`src/rtl/hamming_window_apply.sv`:
```
// rtl/hamming_window_apply.sv - Hamming window multiply stage between sample source and FFT
//
// Purpose: multiplies each real sample of a 512-point frame by its Hamming
// coefficient. The coefficient ROM stores only the first half of the window
// (256 entries, two per word); the second half is mirrored from the sample
// index. Three-stage pipeline (S0 lookup, S1 multiply, S2 output register)
// with one global advance so the external table register freezes with us.
//
// Ports:
//   clk, rst                  clock, synchronous active-high reset
//   in_data/valid/last/ready  input sample stream
//   tab_a, tab_en, tab_q      constant table port (1-cycle registered read)
//   out_data/valid/last/ready windowed output stream
//   frame_err                 sticky: frame ended early by in_last

module hamming_window_apply #(
    parameter int W = 16
) (
    input  logic             clk,
    input  logic             rst,
    input  logic [W-1:0]     in_data,
    input  logic             in_valid,
    input  logic             in_last,
    output logic             in_ready,
    output logic [8:0]       tab_a,
    output logic             tab_en,
    input  logic [2*W+1:0]   tab_q,
    output logic [W-1:0]     out_data,
    output logic             out_valid,
    output logic             out_last,
    input  logic             out_ready,
    output logic             frame_err
);

    logic [8:0]   n_q, n_d;
    logic [8:0]   k;
    logic         advance;
    logic         accept;

    logic         s1_valid_q;
    logic [W-1:0] s1_data_q;
    logic         s1_sel_q;
    logic         s1_last_q;

    logic         out_valid_q;
    logic         out_last_q;
    logic [W-1:0] out_data_q;
    logic         frame_err_q;

    logic [W-1:0]          coef;
    logic signed [2*W+1:0] a_ext, c_ext, prod, rnd;
    logic signed [W+1:0]   scaled;
    logic [W-1:0]          sat_d;

    // A single advance stalls every stage, including the table's output
    // register, so the coefficient stays aligned with the S1 sample.
    assign advance = !out_valid_q || out_ready;
    assign accept  = in_valid && advance;

    // 511 - n equals the bitwise complement of a 9-bit n.
    assign k      = n_q[8] ? ~n_q : n_q;
    assign tab_a  = {2'b01, k[7:1]};
    assign tab_en = advance;
    assign in_ready = advance;

    always_comb begin
        n_d = n_q;
        if (accept) begin
            if (in_last || n_q == 9'd511) begin
                n_d = 9'd0;
            end else begin
                n_d = n_q + 9'd1;
            end
        end
    end

    // Coefficients are unsigned Q0.W; zero-extend so the product is signed.
    assign coef   = s1_sel_q ? tab_q[2*W:W+1] : tab_q[W-1:0];
    assign a_ext  = {{(W+2){s1_data_q[W-1]}}, s1_data_q};
    assign c_ext  = {{(W+2){1'b0}}, coef};
    assign prod   = a_ext * c_ext;
    assign rnd    = prod + {{(W+2){1'b0}}, 1'b1, {(W-1){1'b0}}};
    assign scaled = rnd[2*W+1:W];

    // In range only when the top three bits agree; otherwise clamp by sign.
    always_comb begin
        sat_d = scaled[W-1:0];
        if (scaled[W+1:W-1] != 3'b000 && scaled[W+1:W-1] != 3'b111) begin
            sat_d = scaled[W+1] ? {1'b1, {(W-1){1'b0}}} : {1'b0, {(W-1){1'b1}}};
        end
    end

    always_ff @(posedge clk) begin
        if (rst) begin
            n_q         <= 9'd0;
            s1_valid_q  <= 1'b0;
            s1_data_q   <= '0;
            s1_sel_q    <= 1'b0;
            s1_last_q   <= 1'b0;
            out_valid_q <= 1'b0;
            out_last_q  <= 1'b0;
            out_data_q  <= '0;
            frame_err_q <= 1'b0;
        end else begin
            if (advance) begin
                n_q        <= n_d;
                s1_valid_q <= in_valid;
                s1_data_q  <= in_data;
                s1_sel_q   <= k[0];
                // Sample 511 closes the frame even without an explicit in_last.
                s1_last_q  <= in_valid && (in_last || n_q == 9'd511);

                out_valid_q <= s1_valid_q;
                out_last_q  <= s1_valid_q && s1_last_q;
                if (s1_valid_q) begin
                    out_data_q <= sat_d;
                end
            end
            if (accept && in_last && n_q != 9'd511) begin
                frame_err_q <= 1'b1;
            end
        end
    end

    assign out_valid = out_valid_q;
    assign out_last  = out_last_q;
    assign out_data  = out_data_q;
    assign frame_err = frame_err_q;

endmodule

```
`config.mk`:
```
export PLATFORM = sky130hd
export DESIGN_NAME = hamming_window_apply
export DESIGN_NICKNAME = d
export VERILOG_FILES = /design/src/rtl/hamming_window_apply.sv
export SDC_FILE = /design/constraint.sdc
export NUM_CORES = 1
export LEC_CHECK = 0
export ABC_AREA = 0
export CORE_AREA = 2 2 191 193
export DETAILED_ROUTE_END_ITERATION = 10
export DIE_AREA = 0 0 193 195
export HOLD_SLACK_MARGIN = 0.1
export MAX_ROUTING_LAYER = met4
export PLACE_DENSITY = 0.52
export SYNTH_ARGS = -nofsm -noshare
export SYNTH_HDL_FRONTEND = slang
export SYNTH_SLANG_ARGS = --single-unit
```
`constraint.sdc`:
```
create_clock -name clk -period 11.5 [get_ports clk]
set_clock_uncertainty 0.2 [all_clocks]
set_input_delay 2.875 -clock clk [delete_from_list [all_inputs] [get_ports clk]]
set_output_delay 2.875 -clock clk [all_outputs]
set_load 0.005 [all_outputs]
```
==> flow_summary.ini <==
[die]
core_um2 = 35400
fp.dieW_um = 193
initial_core_util_pct = 31.64
ioPinCount = 85
die_area_um2 = 37640
die-height_um = 195
rows = 69

[min_path]
holdCritPathClass = reg -> reg

[clocking]
post_cts_buffers = 0
cts_buffers = 5
cts_root_buffer = clkbuf_16
hold_buffers = 0
htree_num_levels = 2
cts_buffer_depth = 2
cts_resized = 0
clk_pin_slew_ps = 70
clk_latency_ps = 300
cts_tree = yes
cts.sinks = 47

[worst_setup_path]
arrival_ps = 10190
cp-end-kind = flop
crit_type = in -> reg
worstPathMaxFanout = 16
crit_path_start_kind = input pin
required_ps = 11510

[grt]
groute.usage.overall_pct = 17.44
grt_max_degree = 41
grt_pass1_vias = 9157
grt_first_pass_wirelength_um = 49690
gr-total-overflow = 0
antenna_found_initial = 0

[timing]
rsz0062_at_grt = false
setup_tns_ps = 0
setup_viol = 0
finalCritPeriodShare_pct = 88.53
relSlewSlack_pct = 37.82
hold_viol = 0
max_clock_freq_mhz = 98.22
report.final.slew_viol_count = 0
fin_crit_ps = 10180
worstMarginPinSlew_ps = 931.5
finalHoldWorstSlack_ps = 275.0

[logic_synthesis]
synthMuxAreaShare_pct = 1.821
netlist_top_cells_area = fa_1 (34%), ha_1 (14%), dfxtp_1 (8.4%)
synth_ff_type = dfxtp_1
synth_top_family_by_area = adder cells
synth-compound-area-share_pct = 9.126
synth_edf_count = 0
synthXorXnorAreaFrac_pct = 2.033
synth_fa_ha_area_share_pct = 48.57
ys_seq_elements = 47
yosysWarnings = 0
netlist_instances = 1304
synth-seq-area-share_pct = 8.400
async_flop_share_pct = 0
synth_nets = 1678
yosysTopAreaCell = fa_1
yosysTopAreaCellShare_pct = 34.50
yosys.area_share.simple_pct = 18.59
yosysMostFrequentCell = inv_1
syn_area_per_cell_um2 = 8.590
yosysUniqueCellTypes = 61
netlist_area_um2 = 11200
yosys-top-cells-count = inv_1 (248), fa_1 (193), nand2_1 (181)

[routing]
vias = 8600
wl_per_cell_um = 16.84
drt-total-wl_um = 30110
final_antenna_net_count = 0
drt-pass1-iter-count = 5
vias_per_cell = 4.810
drt_iter0_drc = 392
drc_errors = 0

[placed_design]
dpl.hpwl_um = 23600
io_buffer_count = 80
routabilityCongestion = 0.8615

[run]
drv_cap = 0

[cells_and_area]
final_layout_size_suffix_gt1_share_pct = 5.124
diodes = 0
final-seq-area_um2 = 940.9
multiInputGateArea_um2 = 8984
fillers = 3746
nets = 1700
synthToLayoutAreaGrowth_pct = 11.03

[run_status]
status = finished, final reports clean

[power]
p_leak_nw = 5.955
cellPowerDensity_nw_per_um2 = 198.4
ir_drop_v = 0.0001703
-- path summary, 6_finish.rpt --
check / start / end / slack (ps) / depth (start not counted)
worst max register to register: s1_sel_q / out_data[1] / 3240 / 21
worst min-delay path: out_last / out_last / 280 / 2
worst max-delay path: tab_q[29] / out_data[1] / 1320 / 22
worst min register to register: out_last / out_last / 280 / 2
-- metrics by stage --
step / area [µm²] / setup slack, ps / util, % / total power, mW / cells
2_1_floorplan: 11200 / 2287 / - / 1.612 / 1304
3_3_place_gp: 12290 / 1043 / 34.72 / 2.316 / 1780
3_5_place_dp: 12290 / 973.7 / 34.72 / 2.294 / 1780
4_1_cts: 12440 / 1268 / 35.13 / 2.474 / 1788
5_1_grt: 12440 / 798.2 / 35.13 / 2.745 / 1788
6_report: 12440 / 1319 / 35.13 / 2.467 / 1788
-- area by class of cell --
class / instances / share of cell area (%)
sequential: 47 / 7.566
tap: 461 / 4.638
multi-input combinational: 936 / 72.24
timing repair buffer: 88 / 6.882
clock buffer: 5 / 1.006
clock inverter: 3 / 0.1811
inverter: 248 / 7.486
-- critical path: stages --
cell,delay (ps)
clkdlybuf4s50_1,400
mux2_2,450
and2_1,260
fa_1,530
inv_1,50
fa_1,460
fa_1,520
inv_1,60
fa_1,510
fa_1,510
inv_1,60
fa_1,510
inv_1,60
ha_1,390
a21oi_1,320
o2111ai_1,170
a21boi_0,440
o221ai_1,260
o21a_1,270
o221ai_1,280
nand2_1,470
a211oi_1,360
-- placed cells by master, fill, tap and decap left out, drive strengths merged, types with 19 or more instances in the layout --
cell type / n
a211oi: 19
a21oi: 51
and2: 113
clkdlybuf4s50: 79
dfxtp: 47
fa: 193
ha: 126
inv: 249
nand2: 181
nor2: 60
o21ai: 27
-- layer usage --
metal	part of all wire, %	vias to the layer above	global-route usage [%]
met5	0	-	-
met1	46	4335	23.74
met2	48	159	28.75
li1	-	4080	-
met3	3.9	26	1.420
met4	1.6	0	2.918
-- registers in the layout, summed over array words and instances (netlist names) --
| signal | cells |
|---|---|
| out_last | 1 |
| s1_valid_q | 1 |
| s1_sel_q | 1 |
| n_q | 9 |
| out_valid | 1 |
| out_data | 16 |
| s1_last_q | 1 |
| s1_data_q | 16 |
| frame_err | 1 |
-- report_power, final --
group	switching, mW	internal [mW]	total (mW)	leakage (nW)
Sequential	0.0284	0.178	0.206	0.387
Combinational	1.35	0.759	2.11	5.49
Clock	0.0684	0.0814	0.150	0.0742
Total	1.45	1.02	2.47	5.96
-- kinds of logic after synthesis --
family,Yosys count
AOI/OAI and AO/OA,145
and+or+nand+nor,426
other,2
muxes,18
buffers and inverters,321
xor gates and xnor gates,26
DFF,47
adders and majority gates,319
Power figures use the tool's default switching activity.
